`config.mk`:
```
export PLATFORM = sky130hd
export DESIGN_NAME = hex_scan_display
export DESIGN_NICKNAME = d
export VERILOG_FILES = /design/src/rtl/hex_display_pkg.sv /design/src/rtl/hex_seg7.sv /design/src/rtl/hex_scan_display.sv
export SDC_FILE = /design/constraint.sdc
export NUM_CORES = 1
export LEC_CHECK = 0
export ABC_AREA = 1
export BUFFER_PORTS_ARGS = -buffer_cell sky130_fd_sc_hd__buf_4
export CORE_MARGIN = 3
export CORE_UTILIZATION = 34
export CTS_BUF_LIST = sky130_fd_sc_hd__clkbuf_16
export DETAILED_ROUTE_END_ITERATION = 10
export SETUP_SLACK_MARGIN = 0.05
export SLEW_MARGIN = 20
export SYNTH_ARGS = -nofsm -noshare
export SYNTH_HDL_FRONTEND = slang
export SYNTH_HIERARCHICAL = 1
export SYNTH_SLANG_ARGS = --single-unit
```
`constraint.sdc`:
```
create_clock -name clk -period 5.5 [get_ports clk]
set_input_delay 1.375 -clock clk [delete_from_list [all_inputs] [get_ports clk]]
set_output_delay 1.375 -clock clk [all_outputs]
set_load 0.02 [all_outputs]
```
`src/rtl/hex_display_pkg.sv`:
```
// Shared constants for the multiplexed hex display: glyph table (active-high,
// bit order g..a), blank pattern and nibble width.
package hex_display_pkg;

  localparam int DIGIT_W = 4;

  localparam logic [6:0] SEG_BLANK = 7'b000_0000;

  // Entry n is the lit pattern of hex digit n; element [15] is written first.
  localparam logic [15:0][6:0] GLYPH_TABLE = {
    7'h71,  // F
    7'h79,  // E
    7'h5E,  // d
    7'h39,  // C
    7'h7C,  // b
    7'h77,  // A
    7'h6F,  // 9
    7'h7F,  // 8
    7'h07,  // 7
    7'h7D,  // 6
    7'h6D,  // 5
    7'h66,  // 4
    7'h4F,  // 3
    7'h5B,  // 2
    7'h06,  // 1
    7'h3F   // 0
  };

endpackage

```
`src/rtl/hex_seg7.sv`:
```
// Combinational nibble-to-segment decoder, active-high pattern (g..a).
module hex_seg7
  import hex_display_pkg::*;
(
  input  logic [DIGIT_W-1:0] nibble,
  input  logic               blank,
  output logic [6:0]         pattern
);

  always_comb begin
    pattern = blank ? SEG_BLANK : GLYPH_TABLE[nibble];
  end

endmodule

```
`src/rtl/hex_scan_display.sv`:
```
// Time-multiplexed hex display driver: holding register, slot prescaler,
// digit scan, leading-zero blanking and whole-display blink.
module hex_scan_display
  import hex_display_pkg::*;
#(
  parameter int NUM_DIGITS     = 4,
  parameter int SCAN_DIV       = 50000,
  parameter int BLINK_SLOTS    = 256,
  parameter int SEG_ACTIVE_LOW = 1
) (
  input  logic                          clk,
  input  logic                          resetn,
  input  logic                          load,
  input  logic [DIGIT_W*NUM_DIGITS-1:0] value,
  input  logic                          blank_lz,
  input  logic                          blink_en,
  output logic [6:0]                    seg,
  output logic [NUM_DIGITS-1:0]         dig_en,
  output logic                          frame_done
);

  localparam int VAL_W = DIGIT_W * NUM_DIGITS;
  localparam int PS_W  = (SCAN_DIV > 1) ? $clog2(SCAN_DIV) : 1;
  localparam int IDX_W = (NUM_DIGITS > 1) ? $clog2(NUM_DIGITS) : 1;
  localparam int BL_W  = (BLINK_SLOTS > 1) ? $clog2(BLINK_SLOTS) : 1;

  localparam logic [PS_W-1:0]  PS_LAST  = PS_W'(SCAN_DIV - 1);
  localparam logic [IDX_W-1:0] IDX_LAST = IDX_W'(NUM_DIGITS - 1);
  localparam logic [BL_W-1:0]  BL_LAST  = BL_W'(BLINK_SLOTS - 1);
  localparam logic [6:0]       SEG_OFF  = (SEG_ACTIVE_LOW != 0) ? ~SEG_BLANK : SEG_BLANK;

  logic [VAL_W-1:0]      hold_q, hold_d;
  logic [PS_W-1:0]       ps_q, ps_d;
  logic [IDX_W-1:0]      idx_q, idx_d;
  logic [BL_W-1:0]       bl_cnt_q, bl_cnt_d;
  logic                  phase_q, phase_d;
  logic [6:0]            seg_q, seg_d;
  logic [NUM_DIGITS-1:0] dig_en_q, dig_en_d;
  logic                  frame_done_q, frame_done_d;

  logic                  slot_tick;
  logic [DIGIT_W-1:0]    cur_nibble;
  logic                  upper_nz;
  logic                  digit_blank;
  logic [6:0]            pattern;

  // Timebase: prescaler, digit index and blink phase all step on the slot tick.
  always_comb begin
    slot_tick = (ps_q == PS_LAST);
    hold_d    = load ? value : hold_q;
    ps_d      = slot_tick ? '0 : ps_q + PS_W'(1);
    idx_d     = idx_q;
    bl_cnt_d  = bl_cnt_q;
    phase_d   = phase_q;
    if (slot_tick) begin
      idx_d = (idx_q == IDX_LAST) ? '0 : idx_q + IDX_W'(1);
      if (bl_cnt_q == BL_LAST) begin
        bl_cnt_d = '0;
        phase_d  = ~phase_q;
      end else begin
        bl_cnt_d = bl_cnt_q + BL_W'(1);
      end
    end
  end

  // Digit at idx is a leading zero when it and every more significant nibble is zero.
  always_comb begin
    cur_nibble = '0;
    upper_nz   = 1'b0;
    for (int i = 0; i < NUM_DIGITS; i++) begin
      if (idx_q == IDX_W'(i)) begin
        cur_nibble = hold_q[i*DIGIT_W +: DIGIT_W];
      end
      if ((IDX_W'(i) >= idx_q) && (hold_q[i*DIGIT_W +: DIGIT_W] != '0)) begin
        upper_nz = 1'b1;
      end
    end
    digit_blank = blank_lz && (idx_q != '0) && !upper_nz;
  end

  hex_seg7 u_seg7 (
    .nibble  (cur_nibble),
    .blank   (digit_blank),
    .pattern (pattern)
  );

  // Output stage is computed from current state, so every visible slot lasts SCAN_DIV cycles.
  always_comb begin
    dig_en_d = '0;
    seg_d    = SEG_OFF;
    if (!(blink_en && phase_q)) begin
      for (int i = 0; i < NUM_DIGITS; i++) begin
        dig_en_d[i] = (idx_q == IDX_W'(i));
      end
      seg_d = (SEG_ACTIVE_LOW != 0) ? ~pattern : pattern;
    end
    frame_done_d = slot_tick && (idx_q == IDX_LAST);
  end

  always_ff @(posedge clk or negedge resetn) begin
    if (!resetn) begin
      hold_q       <= '0;
      ps_q         <= '0;
      idx_q        <= '0;
      bl_cnt_q     <= '0;
      phase_q      <= 1'b0;
      seg_q        <= SEG_OFF;
      dig_en_q     <= '0;
      frame_done_q <= 1'b0;
    end else begin
      hold_q       <= hold_d;
      ps_q         <= ps_d;
      idx_q        <= idx_d;
      bl_cnt_q     <= bl_cnt_d;
      phase_q      <= phase_d;
      seg_q        <= seg_d;
      dig_en_q     <= dig_en_d;
      frame_done_q <= frame_done_d;
    end
  end

  assign seg        = seg_q;
  assign dig_en     = dig_en_q;
  assign frame_done = frame_done_q;

endmodule

```
==> impl_metrics.csv, run 1 <==
group,metric,value,unit
timing,max_freq,429,MHz
setup_path,slowest_stage,"dfstp_2",
clock_tree,cts_buffer_depth,2,
route,drtAntennaViolNets,0,
setup_path,worstPathCellList,"buf_4",
pwr,p_clk_share,39.5,%
route,drtIter0Drc,71,
logic_synthesis,synth-simple-area-share,28.2,%
logic_synthesis,syn_area,3020,um^2
logic_synthesis,synth.area.mux_share,1.49,%
placed_design,dpl.hpwl,4.43,mm
floorplan,fp-row-count,33,
pwr,p_int,0.000686,W
logic_synthesis,ys_types,31,
logic_synthesis,ys.warnings.count,6,
grt,grt_pass1_vias,2261,
timing,finClkSkew,8.08,ps
clock_tree,h-tree-depth,2,
timing,maxSlewViolCount,0,
floorplan,start_util,35.8,%
job,drv_cap,0,
logic_synthesis,synth_fa_ha_area_share,5.39,%
finish,layout_common_cells,"nand2_1, nor2_1, dfrtp_1",
logic_synthesis,synth_top_family_by_area,"simple AND/OR/NAND/NOR gates",
placed_design,numPortBuffers,32,
grt,grt_max_degree,56,
pwr,finalPower,0.000905,W
grt,grt_overflow,0,
setup_path,crit_path_end_kind,"output port",
finish,nFillCells,875,
logic_synthesis,synthXorXnorAreaFrac,3.48,%
finish,drive_gt1_share,19.4,%
min_path,hold_class,"register to register",
setup_path,critical_path_required,4120,ps
timing,fin_setup_tns,0,ps
setup_path,slowest_delay,530,ps
route,wirelength,5.98,mm
logic_synthesis,ys.flop_type,"dfrtp_1",
timing,setup_ws,3170,ps
logic_synthesis,synth-seq-cells,55,
route,wl_per_cell,11.8,um
timing,grt_setup_unrepaired,"no",
floorplan,io_pins,33,
pwr,p_sw,0.000218,W
setup_path,cp_max_fo,1,
setup_path,path_buf_inv,1,
placed_design,gp_congestion,0.805,
setup_path,startpoint_type,"register",
pwr,peakVddDrop,0.000138,V
route,drcViolationCount,0,
finish,num_antenna_cells,0,
pwr,p_seq_share,48.5,%
grt,grt_use_total,12.7,%
timing,finalCritPeriodShare,42.4,%
logic_synthesis,async_flop_share,100,%
logic_synthesis,netlist_instances,369,
clock_tree,post_cts_buffers,0,
timing,setup_viol_count_final,0,
finish,synthToLayoutAreaGrowth,16.5,%
setup_path,crit_type,"register to output port",
clock_tree,cts_buffers,5,
finish,final_common_cell,"nand2_1",
pwr,combPwrFrac,12.0,%
logic_synthesis,synth_edf_count,0,
finish,nNetsFinal,437,
floorplan,die_width,100,um
clock_tree,insertion_delay,290,ps
clock_tree,cts_tree,"built",
setup_path,arrival,960,ps
grt,antenna_found_initial,0,
route,num_vias,2373,
floorplan,die_h,100,um
clock_tree,clk_pin_slew,70,ps
clock_tree,cts.sinks,55,
floorplan,die-area,10000,um^2
timing,relSlewSlack,54.3,%
timing,worstMarginPinSlew,685,ps
timing,finalHoldViolations,0,
setup_path,crit_family,"flip-flops",
logic_synthesis,syn_area_per_cell,8.18,um^2
pwr,powerDensity,257,nW/um^2
clock_tree,post_cts_resized,0,
clock_tree,clockRootBuffer,"clkbuf_16",
placed_design,dpl_worst_slack,3220,ps
floorplan,coreArea,8420,um^2
logic_synthesis,syn-num-nets,403,
clock_tree,hold_buffers,0,
pwr,leakage,1.78,nW
route,viasPerCell,4.67,
status,status,"finished clean",
route,first_pass_iters,4,
timing,min_period,2330,ps
pwr,swShare,24.1,%
logic_synthesis,synth-compound-area-share,7.54,%
logic_synthesis,ys_seq_area_share,45.9,%
grt,grt_pass1_wl,10.4,mm
-- cell families (layout without fill, tap and decap cells) --
kind of cell,after synthesis,in the layout
DFF,55,55
adders and majority gates,13,13
AOI/OAI and AO/OA,39,39
muxes,4,4
xor gates and xnor gates,12,12
buffers and inverters,55,89
and+or+nand+nor,191,191
-- area by class of cell --
type / instances / area (um^2) / share of cell area [%]
Clock buffer: 5 / 125 / 3.56
Inverter: 48 / 191 / 5.44
Multi-Input combinational cell: 259 / 1390 / 39.6
Sequential cell: 55 / 1390 / 39.4
Timing Repair Buffer: 34 / 255 / 7.25
Tap cell: 105 / 131 / 3.73
Clock inverter: 2 / 37.5 / 1.07
-- registers in the layout (all words and copies together) (netlist names) --
register / cells
ps_q: 16
seg: 7
frame_done: 1
idx_q: 2
hold_q: 16
dig_en: 4
bl_cnt_q: 8
phase_q: 1
-- routing by layer --
layer	share of wire (%)	global-route usage, %
met1	51	18.1
met2	44	19.4
met3	4.0	2.78
met4	1.4	3.73
met5	0	0
-- cells in the mapped netlist, types with 2 or more instances --
master    count  area share (%)
nand2_1      87              11
dfrtp_1      48              40
nor2_1       48             6.0
inv_1        43             5.3
nand3_1      31             5.1
o21ai_0      21             3.5
ha_1         13             5.4
xor2_1        8             2.3
a21oi_1       7             1.2
dfstp_2       7             6.1
nand2_2       6             1.2
nand4_1       6             1.2
nand3_2       5             1.7
mux2_2        4             1.5
o211ai_1      4            0.99
o21ai_2       4             1.2
xnor2_1       4             1.2
buf_6         3             1.1
clkinv_2      3            0.50
nor2_2        3            0.62
and2_1        2            0.41
clkbuf_1      2            0.25
nand2_4       2            0.75
-- power by group through the flow --
stage	Clock [W]	Sequential, W	Combinational (W)
2_1_floorplan	0	0.000455	0.0000561
3_3_place_gp	0	0.000447	0.000108
3_5_place_dp	0	0.000447	0.000110
4_1_cts	0.000367	0.000439	0.000110
5_1_grt	0.000384	0.000441	0.000124
6_report	0.000357	0.000439	0.000109
-- final timing paths --
path | from | endpoint | slack (ps) | cells past startpoint
hold reg to reg | ps_q[0] | ps_q[0] | 490 | 1
setup reg to reg | idx_q[1] | seg[1] | 3200 | 13
setup / recovery | seg[1] | seg[1] | 3170 | 1
min in group asynchronous | resetn | hold_q[2] | 1130 | 1
hold / removal | ps_q[0] | ps_q[0] | 490 | 1
max in group asynchronous | resetn | ps_q[11] | 3920 | 1
-- stage by stage --
| stage | cells | instance area, um^2 | hold WS (ps) | utilization [%] |
|---|---|---|---|---|
| floorplan | 369 | 3020 | 432 | - |
| global placement | 501 | 3360 | 458 | 39.8 |
| detailed placement | 501 | 3360 | 476 | 39.8 |
| CTS | 508 | 3520 | 487 | 41.8 |
| global route | 508 | 3520 | 512 | 41.8 |
| finish | 508 | 3520 | 489 | 41.8 |
No activity file was read; power rests on OpenSTA's default activity.
==> inputs of run 2 (changes only) <==
==> constraint.sdc (replaced) <==
create_clock -name clk -period 2 [get_ports clk]
set_input_delay 0.5 -clock clk [delete_from_list [all_inputs] [get_ports clk]]
set_output_delay 0.5 -clock clk [all_outputs]
set_load 0.02 [all_outputs]
==> run 2 against run 1 <==
Combinational power grew to 3.2 times the previous value. Critical path depth grew 11. First-iteration DRC count grew 7.0%. Clock skew grew 0.76 ps. Flip-flop and latch count is the same. Die area is the same. Global-route usage grew 0.40 points. Wire length grew 7.9%. Cell count grew 3.9%. Core utilization grew 3.1 points. Power grew to 2.7 times the previous value. Critical endpoint is now seg[0]. Largest cell class unchanged.
==> impl_metrics.csv, run 2 (synthesis gave the netlist of run 1 again) <==
group,metric,value,unit
grt,grt_pass1_vias,2342,
finish,num_antenna_cells,0,
grt,grt_overflow,0,
placed_design,dpl.hpwl,4.58,mm
setup_path,slowest_stage,"dfrtp_1",
route,wirelength,6.46,mm
timing,worstMarginPinSlew,683,ps
setup_path,startpoint_type,"register",
timing,maxSlewViolCount,0,
setup_path,r2r_slack,80,ps
grt,grt_use_total,13.1,%
finish,nNetsFinal,456,
clock_tree,clockRootBuffer,"clkbuf_16",
placed_design,numPortBuffers,32,
grt,grt_pass1_wl,10.8,mm
route,viasPerCell,4.73,
floorplan,die_h,100,um
grt,antenna_found_initial,0,
finish,drive_gt1_share,28.4,%
pwr,powerDensity,646,nW/um^2
pwr,peakVddDrop,0.000304,V
pwr,combPwrFrac,14.4,%
setup_path,crit_path_end_kind,"register",
route,wl_per_cell,12.2,um
timing,relSlewSlack,54.5,%
floorplan,start_util,35.8,%
pwr,swShare,26.2,%
route,first_pass_iters,5,
setup_path,reg2reg_depth,12,
pwr,p_clk_share,36.1,%
pwr,finalPower,0.00244,W
pwr,leakage,1.88,nW
timing,min_period,1920,ps
floorplan,coreArea,8420,um^2
route,num_vias,2498,
clock_tree,cts.sinks,55,
clock_tree,insertion_delay,290,ps
floorplan,die_width,100,um
route,drtIter0Drc,76,
setup_path,worst_r2r_startpoint,"idx_q[1]",
timing,grt_setup_unrepaired,"yes",
pwr,p_sw,0.000639,W
clock_tree,h-tree-depth,2,
route,drtAntennaViolNets,0,
timing,max_freq,521,MHz
floorplan,die-area,10000,um^2
min_path,hold_class,"input port to asynchronous set/reset pin",
clock_tree,cts_buffers,5,
setup_path,cp_max_fo,5,
job,drv_cap,0,
grt,grt_max_degree,56,
clock_tree,clk_pin_slew,80,ps
placed_design,gp_congestion,0.784,
setup_path,slowest_delay,420,ps
timing,fin_setup_tns,0,ps
finish,final_common_cell,"nand2_1",
finish,layout_common_cells,"nand2_1, buf_4, nor2_1, dfrtp_1, inv_1",
floorplan,fp-row-count,33,
pwr,p_seq_share,49.5,%
timing,finalCritPeriodShare,95.9,%
status,status,"finished clean",
clock_tree,cts_buffer_depth,2,
floorplan,io_pins,33,
timing,setup_viol_count_final,0,
timing,finalHoldViolations,0,
setup_path,critical_path_required,2220,ps
pwr,p_int,0.00180,W
timing,finClkSkew,8.84,ps
finish,top_regs,"hold_q (16), ps_q (16), bl_cnt_q (8)",
setup_path,arrival,2130,ps
route,drcViolationCount,0,
setup_path,worstPathCellList,"buf_6 -> ha_4 -> a21oi_1 -> nand2_1 -> o211ai_1 -> o21ai_4 -> buf_4 -> ha_4 -> nand3_2 -> nand3_1 -> nor2_1 -> nand2_1",
setup_path,r2r-end,"seg[0]",
setup_path,crit_type,"register to register",
clock_tree,cts_tree,"built",
finish,synthToLayoutAreaGrowth,25.2,%
run 2: changes by cell type in the layout (fill, tap and decap cells not counted), sizes merged:
| cell | previous run | this run |
|---|---|---|
| inv | 45 | 46 |
| clkinvlp | 1 | 0 |
| clkinv | 3 | 5 |
| buf | 34 | 53 |
| bufinv | 1 | 0 |
run 2: through the flow:
| stage | setup slack (ps) | instances | hold WS [ps] | area [um^2] | util, % |
|---|---|---|---|---|---|
| 2_1_floorplan | 92.9 | 369 | 204 | 3030 | - |
| 3_3_place_gp | 26.9 | 508 | 451 | 3420 | 40.6 |
| 3_5_place_dp | -63.0 | 508 | 458 | 3420 | 40.6 |
| 4_1_cts | 66.0 | 519 | 290 | 3630 | 43.2 |
| 5_1_grt | -22.9 | 528 | 323 | 3780 | 44.9 |
| 6_report | 81.3 | 528 | 254 | 3780 | 44.9 |
run 2: critical path: cells and delay by family (launching register included):
kind	cells	cell delay, ps
AO/OA/AOI/OAI	3	410
adder cells (fa/ha/maj)	2	350
buffers and inverters	2	300
flip-flops	1	420
AND/OR/NAND/NOR	5	360
run 2: final cells by class:
class / count / area [um^2]
inverter: 48 / 199
timing repair buffer: 53 / 397
sequential: 55 / 1390
multi-input combinational: 259 / 1520
fill: 830 / 4640
clock inverter: 3 / 22.5
tap: 105 / 131
clock buffer: 5 / 125
run 2: timing repair:
item,in CTS,in global routing
setup buffers,3,7
setup endpoints to repair,7,7
cloned,0,2
pin swaps,1,9
hold buffers,0,0
gates resized for setup,15,22
run 2: power groups by stage:
stage	clock [W]	combinational (W)	sequential (W)
after CTS	0.000918	0.000315	0.00121
after floorplan	0	0.000157	0.00125
final	0.000882	0.000351	0.00121
after global placement	0	0.000305	0.00123
after global routing	0.000954	0.000393	0.00121
after detailed placement	0	0.000309	0.00123
run 2: worst max-delay path by stage:
stage,startpoint,to,depth (start not counted)
6_report,idx_q[1],seg[0],12
5_1_grt,idx_q[1],seg[3],12
4_1_cts,idx_q[0],seg[1],11
3_5_place_dp,idx_q[0],seg[3],13
3_3_place_gp,idx_q[0],seg[3],13
2_1_floorplan,idx_q[1],seg[1],13
run 2: layer usage:
metal / track usage [%] / wire (um) / up-vias
li1: - / - / 1271
met1: 18.1 / 3090 / 1172
met2: 20.8 / 3020 / 48
met3: 2.43 / 260 / 7
met4: 4.25 / 80 / 0
met5: 0 / 0 / -
==> inputs of run 3 (changes only) <==
--- a/config.mk
+++ b/config.mk
@@ -11,6 +11,7 @@
 export CORE_UTILIZATION = 34
 export CTS_BUF_LIST = sky130_fd_sc_hd__clkbuf_16
 export DETAILED_ROUTE_END_ITERATION = 10
+export RECOVER_POWER = 100
 export SETUP_SLACK_MARGIN = 0.05
 export SLEW_MARGIN = 20
 export SYNTH_ARGS = -nofsm -noshare
==> run 3 against run 2 <==
Sequential power barely moved. Design area fell by 0.23%. Flip-flop and latch count did not move. Clock-buffer cell count did not move. Wire length rose by 0.20%. Critical path type unchanged. Via count fell by 0.16%. Critical endpoint unchanged.
==> impl_metrics.csv, run 3 (synthesis gave the netlist of run 1 again) <==
group,metric,value,unit
placed_design,numPortBuffers,32,
finish,nFillCells,832,
setup_path,cp_max_fo,5,
floorplan,io_pins,33,
finish,drive_gt1_share,27.9,%
finish,layout_common_cells,"nand2_1, buf_4, nor2_1, dfrtp_1, inv_1",
floorplan,coreArea,8420,um^2
timing,max_freq,521,MHz
pwr,finalPower,0.00244,W
timing,finalCritPeriodShare,95.9,%
grt,grt_overflow,0,
grt,antenna_found_initial,0,
finish,multi_input_area,1520,um^2
timing,setup_viol_count_final,0,
clock_tree,clockRootBuffer,"clkbuf_16",
route,drtAntennaViolNets,0,
pwr,leakage,1.88,nW
setup_path,critical_path_required,2220,ps
setup_path,arrival,2130,ps
clock_tree,hold_buffers,0,
placed_design,dpl_worst_slack,-63.0,ps
clock_tree,cts.sinks,55,
route,drtIter0Drc,77,
setup_path,crit_type,"register to register",
finish,top_regs,"hold_q (16), ps_q (16), bl_cnt_q (8)",
clock_tree,clk_pin_slew,80,ps
timing,finalHoldViolations,0,
setup_path,crit_path_end_kind,"register",
route,wl_per_cell,12.3,um
finish,nNetsFinal,456,
finish,seqCellArea,1390,um^2
clock_tree,insertion_delay,290,ps
pwr,peakVddDrop,0.000304,V
finish,num_antenna_cells,0,
timing,hold_slack,411,ps
timing,relSlewSlack,10.6,%
grt,grt_pass1_vias,2342,
floorplan,die-area,10000,um^2
status,status,"finished clean",
route,viasPerCell,4.72,
grt,grt_use_total,13.1,%
clock_tree,cts_tree,"built",
pwr,powerDensity,647,nW/um^2
placed_design,dpl.hpwl,4.58,mm
job,drv_cap,0,
finish,synthToLayoutAreaGrowth,24.9,%
floorplan,die_h,100,um
timing,maxSlewViolCount,0,
timing,min_period,1920,ps
route,first_pass_iters,5,
floorplan,fp-row-count,33,
route,drcViolationCount,0,
grt,grt_pass1_wl,10.8,mm
floorplan,start_util,35.8,%
setup_path,reg2reg_depth,12,
timing,grt_setup_unrepaired,"yes",
floorplan,die_width,100,um
timing,setup_ws,81.4,ps
min_path,hold_class,"input port to register",
route,num_vias,2494,
timing,finClkSkew,8.83,ps
grt,grt_max_degree,56,
finish,final_common_cell,"nand2_1",
setup_path,startpoint_type,"register",
clock_tree,h-tree-depth,2,
placed_design,gp_congestion,0.784,
min_path,hold_depth,3,
timing,worstMarginPinSlew,1340,ps
clock_tree,cts_buffer_depth,2,
setup_path,r2r_slack,80,ps
clock_tree,cts_buffers,5,
route,wirelength,6.47,mm
run 3: cell types whose count changed in the layout (fill, tap and decap cells not counted), sizes merged:
cell	delta
buf	-2
clkbuf	+2
run 3: where the power goes:
| part | switching [W] | internal, W |
|---|---|---|
| combinational | 0.000201 | 0.000148 |
| clock | 0.000412 | 0.000470 |
| sequential | 0.0000262 | 0.00118 |
| total | 0.000640 | 0.00180 |
run 3: worst paths after layout:
kind,startpoint,end
max in group asynchronous,resetn,idx_q[0]
setup / recovery,idx_q[1],seg[0]
setup reg to reg,idx_q[1],seg[0]
min in group asynchronous,resetn,hold_q[3]
hold / removal,value[7],hold_q[7]
hold reg to reg,ps_q[0],ps_q[0]
run 3: area by class of cell:
cell class / count / share of cell area, %
inverters: 48 / 5.28
clock buffers: 5 / 3.32
clock inverters: 3 / 0.597
repair buffers: 53 / 10.4
flip-flops and latches: 55 / 36.8
well taps: 105 / 3.48
multi-input cells: 259 / 40.2
run 3: stage by stage:
| stage | TNS (ps) | utilization [%] | area (um^2) | std cells |
|---|---|---|---|---|
| 2_1_floorplan | 0 | - | 3030 | 369 |
| 3_5_place_dp | -133 | 40.6 | 3420 | 508 |
| 5_1_grt | -66.3 | 44.8 | 3770 | 528 |
| 4_1_cts | 0 | 43.2 | 3630 | 519 |
| 3_3_place_gp | 0 | 40.6 | 3420 | 508 |
| 6_report | 0 | 44.8 | 3770 | 528 |
run 3: repair_timing:
item                                    CTS  global route
gates resized for setup                  15            22
pin swaps                                 1             9
endpoints found under the setup margin    7             7
setup buffers                             3             7
cloned                                    0             2
run 3: worst max-delay path, cell delays in order (launching register included):
cell,delay (ps)
dfrtp_1,420
buf_6,130
ha_4,170
a21oi_1,150
nand2_1,70
o211ai_1,140
o21ai_4,120
buf_4,170
ha_4,180
nand3_2,80
nand3_1,70
nor2_1,80
nand2_1,60
run 3: metal layers:
metal	GRT usage [%]	up-vias	part of all wire (%)
met4	4.25	0	1.2
met3	2.43	7	4.0
met5	0	-	0
li1	-	1271	-
met1	18.1	1168	48
met2	20.8	48	47
